==> src/rtl/issue_scoreboard.sv <==
// issue_scoreboard: RV32I decode-stage issue controller with a 32-entry busy scoreboard.
// Define SCOREBOARD_WB_BYPASS_EN to let a same-cycle writeback clear hazards.
module issue_scoreboard #(
  parameter int MAX_INFLIGHT = 4,
  parameter int STALL_CNT_W = 16
) (
  input  logic                   clk,
  input  logic                   rst_n,
  input  logic                   in_valid,
  output logic                   in_ready,
  input  logic [31:0]            instIn,
  input  logic [6:0]             opcode,
  input  logic [4:0]             rd,
  input  logic [4:0]             rs1,
  input  logic [4:0]             rs2,
  output logic                   out_valid,
  input  logic                   out_ready,
  output logic [31:0]            instOut,
  input  logic                   wb_valid,
  input  logic [4:0]             wb_rd,
  input  logic                   flush,
  output logic                   illegal_op,
  output logic [31:0]            busy_map,
  output logic [STALL_CNT_W-1:0] stall_cnt
);
  localparam int IW = $clog2(MAX_INFLIGHT + 1);
  localparam logic [6:0] OP_LUI = 7'b0110111, OP_AUIPC = 7'b0010111, OP_JAL = 7'b1101111,
                         OP_JALR = 7'b1100111, OP_BR = 7'b1100011, OP_LD = 7'b0000011,
                         OP_ST = 7'b0100011, OP_IMM = 7'b0010011, OP_OP = 7'b0110011,
                         OP_FENCE = 7'b0001111, OP_SYS = 7'b1110011;
  logic [IW-1:0] inflight, dec;
  logic [4:0] out_rd;
  logic out_wr, u1, u2, wr, wr_nz, known, hazard, limit, acc, wb_clr, fl_clr, fl_dup;
  logic [31:0] bz, set_m, clr_m;
`ifdef SCOREBOARD_WB_BYPASS_EN
  assign bz = busy_map & ~(wb_valid ? 32'd1 << wb_rd : 32'd0);
`else
  assign bz = busy_map;
`endif
  always_comb begin
    u1 = opcode inside {OP_JALR, OP_BR, OP_LD, OP_ST, OP_IMM, OP_OP};
    u2 = opcode inside {OP_BR, OP_ST, OP_OP};
    wr = opcode inside {OP_LUI, OP_AUIPC, OP_JAL, OP_JALR, OP_LD, OP_IMM, OP_OP};
    known = wr || u1 || opcode inside {OP_FENCE, OP_SYS};
    wr_nz = wr && rd != 5'd0;
    hazard = (u1 ? bz[rs1] : 1'b0) | (u2 ? bz[rs2] : 1'b0) | (wr_nz ? bz[rd] : 1'b0);
    limit = wr_nz && inflight == IW'(MAX_INFLIGHT);
    in_ready = (!out_valid || out_ready) && !hazard && !limit && !flush;
    acc = in_valid && in_ready;
    wb_clr = wb_valid && busy_map[wb_rd];
    fl_clr = flush && out_valid && out_wr && busy_map[out_rd];
    fl_dup = wb_clr && fl_clr && wb_rd == out_rd;
    set_m = acc && wr_nz ? 32'd1 << rd : 32'd0;
    clr_m = (wb_clr ? 32'd1 << wb_rd : 32'd0) | (fl_clr ? 32'd1 << out_rd : 32'd0);
    dec = IW'(wb_clr) + IW'(fl_clr && !fl_dup);
  end
  always_ff @(posedge clk or negedge rst_n) begin
    if (!rst_n) begin
      busy_map <= '0;
      out_valid <= 1'b0;
      instOut <= '0;
      illegal_op <= 1'b0;
      stall_cnt <= '0;
      inflight <= '0;
      out_rd <= '0;
      out_wr <= 1'b0;
    end else begin
      busy_map <= ((busy_map & ~clr_m) | set_m) & ~32'd1;
      inflight <= inflight + IW'(acc && wr_nz) - dec;
      out_valid <= acc ? 1'b1 : (flush || out_ready) ? 1'b0 : out_valid;
      illegal_op <= acc && !known;
      if (acc) begin
        instOut <= instIn;
        out_rd <= rd;
        out_wr <= wr_nz;
      end
      if (in_valid && !in_ready && (hazard || limit) && stall_cnt != '1)
        stall_cnt <= stall_cnt + 1'b1;
    end
  end
endmodule

==> config.mk <==
export PLATFORM = sky130hd
export DESIGN_NAME = issue_scoreboard
export DESIGN_NICKNAME = d
export VERILOG_FILES = /design/src/rtl/issue_scoreboard.sv
export SDC_FILE = /design/constraint.sdc
export NUM_CORES = 1
export LEC_CHECK = 0
export BUFFER_PORTS_ARGS = -buffer_cell sky130_fd_sc_hd__buf_2
export CAP_MARGIN = 5
export CORE_UTILIZATION = 37
export DETAILED_ROUTE_END_ITERATION = 16
export HOLD_SLACK_MARGIN = 0.08
export SYNTH_ARGS = -nofsm -noshare
export SYNTH_HDL_FRONTEND = slang
export SYNTH_SLANG_ARGS = --single-unit
==> constraint.sdc <==
create_clock -name clk -period 3.1 [get_ports clk]
set_clock_uncertainty 0.1 [all_clocks]
set_input_delay 0.155 -clock clk [delete_from_list [all_inputs] [get_ports clk]]
set_output_delay 0.155 -clock clk [all_outputs]
set_load 0.03 [all_outputs]
==> insert_results.sql, run 1 <==
INSERT INTO impl_metrics (metric_group, metric, value, unit) VALUES
('clock_tree', 'clock_insertion_delay_worst_skew', '0.35', 'ns'),
('routing', 'dr.pass1.iters', '5', ''),
('layout', 'final_cell_mix', 'sky130_fd_sc_hd__buf_2, sky130_fd_sc_hd__dfrtp_1, sky130_fd_sc_hd__buf_4, sky130_fd_sc_hd__dlygate4sd3_1, sky130_fd_sc_hd__nand2_1', ''),
('layout', 'layout.nets', '793', ''),
('yosys', 'netlist_area', '5670', 'um2'),
('pwr', 'power.leakage', '3.66', 'nW'),
('critical_path', 'r2r_setup_slack', '0.02', 'ns'),
('floorplan', 'floorplan.io_pins', '148', ''),
('critical_path', 'critPathMaxFanout', '4', ''),
('floorplan', 'initial_utilization', '38.4', '%'),
('yosys', 'mean_instance_size_in_the_synthesized_netlist', '11.3', 'um2'),
('sta', 'tightestPinTransition', '0.762', 'ns'),
('global_route', 'grt.overflow.total', '0', ''),
('yosys', 'synth-edff-count', '0', ''),
('sta', 'max_freq', '0.325', 'GHz'),
('worst_hold_path', 'min_path_type', 'in2reg', ''),
('placement', 'placedCellCount', '852', ''),
('clock_tree', 'clkSinkCount', '90', ''),
('global_route', 'maximum_number_of_pins_on_one_net_before_global_route_repair', '60', ''),
('global_route', 'first_global_vias', '5832', ''),
('layout', 'layoutNonFillerInstCount', '912', ''),
('yosys', 'number_of_flip_flops_and_latches_in_the_synthesized_netlist', '90', ''),
('yosys', 'netlist_instances', '503', ''),
('floorplan', 'die-width', '126', 'um'),
('clock_tree', 'cts-root-to-sink-buffers', '2', ''),
('routing', 'drt_first_iter_violations', '344', ''),
('sta', 'min_tclk_post_route', '3.08', 'ns'),
('routing', 'detailroute.via_count', '5675', ''),
('layout', 'finalCoreUtilization', '53.6', '%'),
('critical_path', 'critical_path.startpoint_type', 'register', ''),
('global_route', 'grt.total_usage', '27.6', '%'),
('yosys', 'ys.flop_type', 'sky130_fd_sc_hd__dfrtp_1', ''),
('sta', 'final.period_utilization', '99.3', '%'),
('floorplan', 'fp.coreArea', '14800', 'um2'),
('routing', 'route.detailed.vias_per_inst', '6.22', ''),
('pwr', 'power.density', '452', 'nW/um2'),
('clock_tree', 'clkSlewWorstSetupHoldPaths', '0.07', 'ns'),
('routing', 'totalWireLength', '21.9', 'mm'),
('critical_path', 'critPathCaptureType', 'register', ''),
('critical_path', 'worst-endpoint-arrival', '3.20', 'ns'),
('floorplan', 'rows', '44', ''),
('routing', 'antenna_violating_nets_post_route', '0', ''),
('critical_path', 'timing.setup.critical_path_class', 'reg2reg', ''),
('layout', 'antenna_cells', '0', ''),
('sta', 'report.final.hold_viol_count', '0', ''),
('yosys', 'postSynth.asyncResetShare', '100', '%'),
('placement', 'dp_hpwl', '15.2', 'mm'),
('pwr', 'worst_vdd_rail_ir_drop', '0.449', 'mV'),
('sta', 'slew_headroom', '49.2', '%'),
('clock_tree', 'htree_levels', '3', ''),
('layout', 'layout-area-overhead-vs-synth', '39.5', '%'),
('run_status', 'run_status', 'finished, final reports clean', ''),
('critical_path', 'required_arrival_time_at_the_worst_endpoint', '3.22', 'ns'),
('yosys', 'yosysSeqAreaShare', '39.7', '%'),
('clock_tree', 'tritoncts', 'built', ''),
('yosys', 'synthDistinctLibCells', '58', ''),
('sta', 'finalSetupViolations', '0', ''),
('yosys', 'synth.net_count', '573', ''),
('sta', 'unrepaired_setup_endpoints_after_global_routing', 'true', ''),
('global_route', 'grt_antenna_before_repair', '1', ''),
('layout', 'mostFrequentLayoutCell', 'sky130_fd_sc_hd__buf_2', ''),
('floorplan', 'dieArea', '15800', 'um2'),
('global_route', 'grt_pass1_wl', '33.2', 'mm'),
('floorplan', 'die_h', '126', 'um'),
('clock_tree', 'root_buffer', 'sky130_fd_sc_hd__clkbuf_16', ''),
('routing', 'final_routed_wire_length_divided_by_cell_count', '24.0', 'um'),
('yosys', 'yosysWarnings', '0', ''),
('sta', 'timing_max_transition_violations_final', '0', ''),
('placement', 'io_buffer_count', '146', ''),
('routing', 'detail_route.drc_violations', '0', ''),
('job', 'max_cap_viol_count', '0', ''),
('placement', 'gpl_congestion', '0.983', ''),
('clock_tree', 'tritoncts.num_buffers', '9', ''),
('layout', 'drive_gt1_share', '42.6', '%');
[critical path: stages, from the launching register on]
cell                       delay [ns]
sky130_fd_sc_hd__dfrtp_2         0.43
sky130_fd_sc_hd__mux4_2          0.53
sky130_fd_sc_hd__mux4_2          0.51
sky130_fd_sc_hd__nand2b_4        0.10
sky130_fd_sc_hd__a21oi_2         0.08
sky130_fd_sc_hd__o31a_1          0.12
sky130_fd_sc_hd__a41oi_2         0.13
sky130_fd_sc_hd__ha_2            0.19
sky130_fd_sc_hd__nor2_2          0.04
sky130_fd_sc_hd__ha_1            0.27
sky130_fd_sc_hd__inv_2           0.04
sky130_fd_sc_hd__ha_4            0.15
sky130_fd_sc_hd__xnor2_2         0.13
sky130_fd_sc_hd__xnor2_1         0.13
[synthesized netlist by cell type, drive strengths merged (3+ instances only)]
master	number	area share, %
dfrtp	90	40
mux2	44	8.7
nand2	33	2.2
mux4	31	12
o221ai	31	4.8
clkbuf	20	1.3
o21ai	20	1.8
mux2i	19	3.4
nand3	19	1.7
buf	17	1.7
o41ai	17	2.6
xor2	17	2.6
a21oi	12	1.1
inv	11	0.73
nor2	11	0.73
nor3	11	0.97
nand2b	10	1.1
nor2b	10	1.1
nand4	8	0.88
and2	6	0.66
nand3b	6	0.79
ha	5	1.1
xnor2	5	0.77
a211oi	4	0.53
nor4	4	0.71
and3	3	0.33
nor4b	3	0.46
o2111ai	3	0.46
or3	3	0.33
[registers in the layout, summed over array words and instances, names as in the netlist]
signal / flops
instOut: 32
inflight: 3
illegal_op: 1
busy_map: 31
out_rd: 5
stall_cnt: 16
out_wr: 1
out_valid: 1
[report_power, final]
group	leakage [nW]	internal, mW	switching, mW
Combinational	2.35	0.440	0.605
Clock	0.143	0.627	0.483
Sequential	1.16	1.31	0.114
[per-stage QoR]
stage / area (um2) / worst slack [ns] / power [mW] / TNS, ns / hold slack [ns]
final: 7910 / 0.0216 / 3.58 / 0 / 0.117
after global routing: 7910 / -0.0850 / 3.73 / -0.392 / 0.123
after CTS: 7670 / 0.00229 / 3.49 / 0 / 0.101
after detailed placement: 6900 / -0.138 / 2.32 / -0.144 / 0.173
after global placement: 6900 / -0.0477 / 2.30 / -0.0477 / 0.168
after floorplan: 5680 / 0.0357 / 1.97 / 0 / -0.241
[per-layer routing]
layer / global-route usage (%) / up-vias / share of wire [%]
li1: - / 2406 / -
met1: 35.2 / 2784 / 39
met2: 42.7 / 405 / 45
met3: 7.56 / 80 / 11
met4: 14.7 / 0 / 4.8
met5: 0 / - / 0
[cell families after synthesis]
logic type,Yosys count,synth area share (%)
DFF,90,39.7
buffers and inverters,48,3.71
AOI/OAI and AO/OA,106,14.1
and+or+nand+nor,137,13.5
muxes,94,24.4
xor gates and xnor gates,22,3.40
other,1,0.0661
adders and majority gates,5,1.10
[path summary, 6_finish.rpt]
kind,end,cells after the start,from
min in group asynchronous,instOut[0],2,rst_n
max in group asynchronous,out_rd[0],3,rst_n
setup / recovery,inflight[2],13,out_rd[0]
hold / removal,illegal_op,4,opcode[1]
hold reg to reg,stall_cnt[13],1,stall_cnt[13]
setup reg to reg,inflight[2],13,out_rd[0]
[layout make-up]
| type | instances | area [um2] |
|---|---|---|
| tap | 184 | 230 |
| clock inverter | 6 | 65.1 |
| inverter | 11 | 41.3 |
| timing repair buffer | 246 | 1700 |
| fill | 1285 | 6840 |
| sequential | 90 | 2250 |
| clock buffer | 10 | 229 |
| multi-input combinational | 365 | 3390 |
[repair_timing]
| action | CTS | global route |
|---|---|---|
| setup buffers | 3 | 0 |
| pin swaps | 7 | 5 |
| hold endpoints to repair | 91 | 0 |
| hold buffers | 36 | 0 |
| gates resized for setup | 20 | 38 |
| cloned | 0 | 5 |
| endpoints found under the setup margin | 21 | 55 |
(Power assumes the default switching activity.)
==> run 2: changes to the inputs <==
--- a/config.mk
+++ b/config.mk
@@ -7,6 +7,7 @@
 export LEC_CHECK = 0
 export BUFFER_PORTS_ARGS = -buffer_cell sky130_fd_sc_hd__buf_2
 export CAP_MARGIN = 5
+export CORE_ASPECT_RATIO = 0.8
 export CORE_UTILIZATION = 37
 export DETAILED_ROUTE_END_ITERATION = 16
 export HOLD_SLACK_MARGIN = 0.08
==> insert_results.sql, run 2 (same netlist as run 1, synthesis figures left out) <==
INSERT INTO impl_metrics (metric_group, metric, value, unit) VALUES
('clock_tree', 'clkSlewWorstSetupHoldPaths', '0.07', 'ns'),
('sta', 'min_tclk_post_route', '3.09', 'ns'),
('sta', 'finalSetupViolations', '0', ''),
('layout', 'mostFrequentLayoutCell', 'sky130_fd_sc_hd__buf_2', ''),
('sta', 'max_freq', '0.324', 'GHz'),
('floorplan', 'dieArea', '15800', 'um2'),
('global_route', 'first_global_vias', '5721', ''),
('layout', 'layoutNonFillerInstCount', '909', ''),
('layout', 'largestRegisters', 'instOut (32), busy_map (31), stall_cnt (16)', ''),
('routing', 'route.detailed.vias_per_inst', '6.11', ''),
('floorplan', 'die_h', '113', 'um'),
('placement', 'post-place-ws', '-0.111', 'ns'),
('critical_path', 'critPathTopFamily', 'multiplexers', ''),
('critical_path', 'critical_path.startpoint_type', 'register', ''),
('placement', 'placedCellCount', '851', ''),
('global_route', 'grt.overflow.total', '0', ''),
('floorplan', 'initial_utilization', '37.8', '%'),
('global_route', 'grt_met1_use', '36.9', '%'),
('global_route', 'grt_antenna_before_repair', '0', ''),
('routing', 'detailroute.via_count', '5556', ''),
('critical_path', 'timing.setup.critical_path_class', 'reg2reg', ''),
('layout', 'antenna_cells', '0', ''),
('routing', 'antenna_violating_nets_post_route', '0', ''),
('pwr', 'worst_vdd_rail_ir_drop', '0.441', 'mV'),
('layout', 'layout-area-overhead-vs-synth', '35.5', '%'),
('critical_path', 'critPathMaxStageDelay', '0.52', 'ns'),
('layout', 'largest-register', 'instOut', ''),
('sta', 'slew_headroom', '55.5', '%'),
('global_route', 'maximum_number_of_pins_on_one_net_before_global_route_repair', '45', ''),
('critical_path', 'critPathCaptureType', 'register', ''),
('global_route', 'globalRouteMet2Util', '41.2', '%'),
('global_route', 'grt_pass1_wl', '32.0', 'mm'),
('layout', 'largest_register_ffs', '32', ''),
('critical_path', 'worst_path_most_repeated_cell', 'sky130_fd_sc_hd__mux4_2', ''),
('clock_tree', 'root_buffer', 'sky130_fd_sc_hd__clkbuf_16', ''),
('pwr', 'power.leakage', '3.49', 'nW'),
('sta', 'report.final.hold_viol_count', '0', ''),
('critical_path', 'worstPathCellList', 'mux4_2 > mux4_2 > nand2b_4 > a21oi_4 > o31a_1 > a41oi_2 > ha_2 > nor2_2 > ha_1 > inv_2 > ha_4 > xnor2_2 > xnor2_1', ''),
('floorplan', 'rows', '40', ''),
('clock_tree', 'clkSinkCount', '90', ''),
('run_status', 'run_status', 'finished, final reports clean', ''),
('placement', 'io_buffer_count', '146', ''),
('placement', 'gpl_congestion', '1.00', ''),
('job', 'max_cap_viol_count', '0', ''),
('pwr', 'totalPowerFinal', '3.44', 'mW'),
('critical_path', 'critPathMaxFanout', '7', ''),
('critical_path', 'timing.critical_path.slowest_stage_cell', 'sky130_fd_sc_hd__mux4_2', ''),
('clock_tree', 'tritoncts.num_buffers', '9', ''),
('clock_tree', 'htree_levels', '3', ''),
('routing', 'drt_first_iter_violations', '380', ''),
('routing', 'dr.pass1.iters', '5', ''),
('routing', 'totalWireLength', '20.5', 'mm'),
('global_route', 'grt.total_usage', '26.6', '%'),
('global_route', 'globalRoute.busiestLayer', 'met2', ''),
('clock_tree', 'tritoncts', 'built', ''),
('pwr', 'power.density', '448', 'nW/um2'),
('placement', 'dp_hpwl', '14.7', 'mm'),
('layout', 'final_cell_mix', 'sky130_fd_sc_hd__buf_2, sky130_fd_sc_hd__dfrtp_1, sky130_fd_sc_hd__buf_4, sky130_fd_sc_hd__mux2_1, sky130_fd_sc_hd__dlygate4sd3_1', ''),
('sta', 'layout_setup_ws', '0.0149', 'ns'),
('sta', 'tightestPinTransition', '0.666', 'ns'),
('routing', 'detail_route.drc_violations', '0', ''),
('layout', 'drive_gt1_share', '38.6', '%'),
('sta', 'final.period_utilization', '99.5', '%'),
('routing', 'final_routed_wire_length_divided_by_cell_count', '22.6', 'um'),
('floorplan', 'fp.coreArea', '15000', 'um2'),
('worst_hold_path', 'min_path_type', 'in2reg', ''),
('sta', 'fin_tns_setup', '0', 'ns'),
('global_route', 'met3_usage', '5.84', '%'),
('critical_path', 'worst-endpoint-arrival', '3.21', 'ns'),
('sta', 'timing_max_transition_violations_final', '0', ''),
('critical_path', 'required_arrival_time_at_the_worst_endpoint', '3.23', 'ns'),
('sta', 'unrepaired_setup_endpoints_after_global_routing', 'true', ''),
('critical_path', 'path_buf_inv', '1', ''),
('clock_tree', 'cts-root-to-sink-buffers', '2', ''),
('layout', 'layout.nets', '785', ''),
('floorplan', 'die-width', '140', 'um'),
('clock_tree', 'clock_insertion_delay_worst_skew', '0.34', 'ns'),
('floorplan', 'floorplan.io_pins', '148', '');
run 2: area by class of cell:
cell class,count,area (um2)
clock buffers,13,260
clock inverters,3,22.5
repair buffers,238,1580
fillers,1340,7330
multi-input cells,365,3290
flip-flops and latches,90,2260
inverters,11,41.3
well taps,189,236
run 2: metal layers:
metal,part of all wire [%],up-vias,wire length (um)
met5,0,-,0
met4,2.3,0,478
met3,9.7,46,2000
met2,44,349,9060
met1,44,2767,9000
li1,-,2394,-
run 2: timing repair:
| item | in CTS | in global routing |
|---|---|---|
| cloned | 0 | 1 |
| buffers inserted | 1 | 6 |
| endpoints found under the hold margin | 75 | 0 |
| hold buffers | 35 | 0 |
| pin swaps | 5 | 9 |
| gates resized for setup | 11 | 22 |
| endpoints found under the setup margin | 44 | 34 |
run 2: path summary, 6_finish.rpt:
kind / slack [ns] / cells after the start / to / startpoint
setup / recovery: 0.01 / 13 / inflight[2] / busy_map[8]
min in group asynchronous: 0.27 / 2 / busy_map[12] / rst_n
hold reg to reg: 0.38 / 1 / inflight[2] / inflight[2]
setup reg to reg: 0.01 / 13 / inflight[2] / busy_map[8]
max in group asynchronous: 1.88 / 3 / instOut[29] / rst_n
hold / removal: 0.14 / 4 / stall_cnt[14] / in_valid
run 2: power breakdown:
group	total, mW	switching [mW]	internal (mW)
logic	0.965	0.580	0.385
clock network	1.06	0.465	0.592
registers	1.42	0.111	1.31
total	3.44	1.16	2.29
run 2: stage by stage:
stage	hold slack (ns)	area, um2	utilization (%)
final	0.142	7680	51.2
after global routing	0.160	7680	51.2
after CTS	0.111	7530	50.2
after detailed placement	0.108	6860	45.7
after global placement	0.0990	6860	45.7
after floorplan	-0.241	5680	-
run 2: worst min-delay path: cells and delay by family:
| family | cells | cell delay (ns) |
|---|---|---|
| XOR/XNOR | 1 | 0.12 |
| AND/OR/NAND/NOR | 2 | 0.12 |
| buffers and inverters | 1 | 0.13 |
==> run 3: changes to the inputs <==
--- a/config.mk
+++ b/config.mk
@@ -11,6 +11,7 @@
 export CORE_UTILIZATION = 37
 export DETAILED_ROUTE_END_ITERATION = 16
 export HOLD_SLACK_MARGIN = 0.08
+export PLACE_DENSITY_LB_ADDON = 0.1
 export SYNTH_ARGS = -nofsm -noshare
 export SYNTH_HDL_FRONTEND = slang
 export SYNTH_SLANG_ARGS = --single-unit
==> insert_results.sql, run 3 (same netlist as run 1, synthesis figures left out) <==
INSERT INTO impl_metrics (metric_group, metric, value, unit) VALUES
('layout', 'mostFrequentLayoutCell', 'sky130_fd_sc_hd__buf_2', ''),
('layout', 'final_cell_mix', 'sky130_fd_sc_hd__buf_2, sky130_fd_sc_hd__dfrtp_1, sky130_fd_sc_hd__buf_4, sky130_fd_sc_hd__mux2_1, sky130_fd_sc_hd__dlygate4sd3_1', ''),
('routing', 'drt_first_iter_violations', '363', ''),
('layout', 'layoutNonFillerInstCount', '918', ''),
('clock_tree', 'tritoncts', 'built', ''),
('pwr', 'combinational_share_of_power', '27.5', '%'),
('global_route', 'first_global_vias', '5461', ''),
('layout', 'largest_register_ffs', '32', ''),
('critical_path', 'rr_endpoint', 'inflight[2]', ''),
('sta', 'finalSetupViolations', '0', ''),
('worst_hold_path', 'worstHoldPathCells', '4', ''),
('floorplan', 'floorplan.io_pins', '148', ''),
('critical_path', 'rr_worst_depth', '13', ''),
('layout', 'drive_gt1_share', '39.2', '%'),
('global_route', 'grt_pass1_wl', '31.6', 'mm'),
('sta', 'final.period_utilization', '98.7', '%'),
('clock_tree', 'clock_insertion_delay_worst_skew', '0.36', 'ns'),
('global_route', 'maximum_number_of_pins_on_one_net_before_global_route_repair', '41', ''),
('worst_hold_path', 'min_path_type', 'in2reg', ''),
('pwr', 'worst_vdd_rail_ir_drop', '0.392', 'mV'),
('placement', 'dp_hpwl', '15.1', 'mm'),
('routing', 'dr.pass1.iters', '8', ''),
('floorplan', 'die_h', '113', 'um'),
('sta', 'layout_setup_ws', '0.0399', 'ns'),
('pwr', 'pwr-share-seq', '40.2', '%'),
('critical_path', 'timing.setup.critical_path_class', 'reg2reg', ''),
('placement', 'placedCellCount', '855', ''),
('critical_path', 'critPathMaxStageDelay', '0.52', 'ns'),
('sta', 'fin_tns_setup', '0', 'ns'),
('sta', 'unrepaired_setup_endpoints_after_global_routing', 'true', ''),
('floorplan', 'dieArea', '15800', 'um2'),
('critical_path', 'critPathMaxFanout', '5', ''),
('routing', 'totalWireLength', '20.6', 'mm'),
('critical_path', 'r2r_setup_slack', '0.04', 'ns'),
('routing', 'detail_route.drc_violations', '0', ''),
('layout', 'fin_area', '7800', 'um2'),
('pwr', 'clock_power_share', '32.3', '%'),
('global_route', 'grt_antenna_before_repair', '0', ''),
('layout', 'layout.nets', '794', ''),
('floorplan', 'fp.coreArea', '15000', 'um2'),
('critical_path', 'timing.critical_path.slowest_stage_cell', 'sky130_fd_sc_hd__mux4_2', ''),
('placement', 'postPlaceCellArea', '6900', 'um2'),
('pwr', 'totalPowerFinal', '3.51', 'mW'),
('routing', 'antenna_violating_nets_post_route', '0', ''),
('job', 'max_cap_viol_count', '0', ''),
('critical_path', 'worst-endpoint-arrival', '3.24', 'ns'),
('placement', 'io_buffer_count', '146', ''),
('clock_tree', 'htree_levels', '3', ''),
('global_route', 'grt.overflow.total', '0', ''),
('floorplan', 'die-width', '140', 'um'),
('critical_path', 'critical_path.startpoint_type', 'register', ''),
('clock_tree', 'root_buffer', 'sky130_fd_sc_hd__clkbuf_16', ''),
('pwr', 'intPower', '2.33', 'mW'),
('layout', 'largestRegisters', 'instOut (32), busy_map (31), stall_cnt (16)', ''),
('routing', 'detailroute.via_count', '5469', ''),
('routing', 'route.detailed.vias_per_inst', '5.96', ''),
('layout', 'layout-area-overhead-vs-synth', '37.6', '%'),
('sta', 'slew_headroom', '57.3', '%'),
('placement', 'post-place-ws', '-0.0918', 'ns'),
('sta', 'max_freq', '0.327', 'GHz'),
('clock_tree', 'clkSlewWorstSetupHoldPaths', '0.07', 'ns'),
('run_status', 'run_status', 'finished, final reports clean', ''),
('clock_tree', 'tritoncts.num_buffers', '9', ''),
('sta', 'timing_max_transition_violations_final', '0', ''),
('layout', 'largest-register', 'instOut', ''),
('sta', 'tightestPinTransition', '0.639', 'ns'),
('layout', 'layout.filler_cells', '1384', ''),
('sta', 'report.final.hold_viol_count', '0', ''),
('routing', 'final_routed_wire_length_divided_by_cell_count', '22.4', 'um'),
('clock_tree', 'clkSinkCount', '90', ''),
('pwr', 'power.leakage', '3.58', 'nW'),
('layout', 'antenna_cells', '0', ''),
('placement', 'gpl_congestion', '0.987', ''),
('floorplan', 'rows', '40', ''),
('sta', 'min_tclk_post_route', '3.06', 'ns'),
('floorplan', 'initial_utilization', '37.8', '%'),
('pwr', 'netSwitchingFraction', '33.6', '%'),
('pwr', 'total_switching_power', '1.18', 'mW'),
('critical_path', 'worstPathCellList', 'mux4_2 > mux4_2 > nand2b_4 > a21oi_2 > o31a_1 > a41oi_2 > ha_2 > nor2_1 > ha_1 > inv_1 > ha_1 > xnor2_1 > xnor2_1', ''),
('pwr', 'power.density', '450', 'nW/um2'),
('worst_hold_path', 'timing.hold.worst.start', 'opcode[1]', ''),
('clock_tree', 'cts-root-to-sink-buffers', '2', ''),
('worst_hold_path', 'min_delay_worst_endpoint', 'illegal_op', ''),
('critical_path', 'required_arrival_time_at_the_worst_endpoint', '3.28', 'ns'),
('critical_path', 'worst_r2r_startpoint', 'out_rd[0]', ''),
('critical_path', 'critPathCaptureType', 'register', ''),
('global_route', 'grt.total_usage', '26.8', '%');
## run 3: changes by cell type in the layout (fill, tap and decap cells not counted), sizes merged
| cell | change |
|---|---|
| dlygate4sd3 | +1 |
| bufinv | +1 |
| buf | +8 |
| inv | +2 |
| clkbuf | -3 |
## run 3: power by group through the flow
stage               logic, mW  registers [mW]  clock network (mW)
floorplan               0.355            1.61                   0
global placement        0.873            1.43                   0
detailed placement      0.885            1.43                   0
CTS                     0.927            1.41                1.17
global route             1.04            1.43                1.21
finish                  0.966            1.41                1.13
## run 3: area by class of cell
type	count	area [um2]	area share [%]
multi-input combinational	365	3310	42.4
sequential	90	2250	28.9
timing repair buffer	247	1660	21.3
tap	189	236	3.03
clock buffer	10	229	2.93
clock inverter	6	72.6	0.930
inverter	11	41.3	0.529
## run 3: how the worst max path moves through the flow
| stage | start | slack, ns | cells after the start | endpoint |
|---|---|---|---|---|
| 2_1_floorplan | busy_map[11] | 0.04 | 13 | inflight[2] |
| 3_3_place_gp | out_rd[0] | -0.04 | 13 | inflight[2] |
| 3_5_place_dp | out_rd[0] | -0.09 | 13 | inflight[2] |
| 4_1_cts | out_rd[0] | 0.003 | 11 | inflight[2] |
| 5_1_grt | out_rd[0] | -0.08 | 13 | inflight[2] |
| 6_report | out_rd[0] | 0.04 | 13 | inflight[2] |
## run 3: critical path: cells and delay by family (launching register included)
family	cells	cell delay (ns)
multiplexers	2	1.03
flip-flops	1	0.45
XOR/XNOR	2	0.30
buffers and inverters	1	0.04
AO/OA/AOI/OAI	3	0.31
adder cells (fa/ha/maj)	3	0.61
AND/OR/NAND/NOR	2	0.14
## run 3: timing repair
item | 4_1_cts | 5_1_grt
resized for setup | 9 | 18
hold endpoints to repair | 72 | 0
buffers inserted | 7 | 3
cloned | 0 | 1
hold buffers | 36 | 0
endpoints found under the setup margin | 2 | 57
pin swaps | 4 | 6
## run 3: per-stage QoR
stage / utilization [%] / hold WS (ns)
2_1_floorplan: - / -0.241
3_3_place_gp: 46.0 / 0.0897
3_5_place_dp: 46.0 / 0.0941
4_1_cts: 51.0 / 0.0883
5_1_grt: 52.0 / 0.117
6_report: 52.0 / 0.111
## run 3: per-layer routing
| layer | up-vias | share of wire [%] | GRT usage (%) |
|---|---|---|---|
| met5 | - | 0 | 0 |
| met4 | 0 | 2.1 | 8.28 |
| met3 | 35 | 8.9 | 7.79 |
| met2 | 274 | 46 | 42.6 |
| met1 | 2742 | 43 | 35.4 |
| li1 | 2418 | - | - |
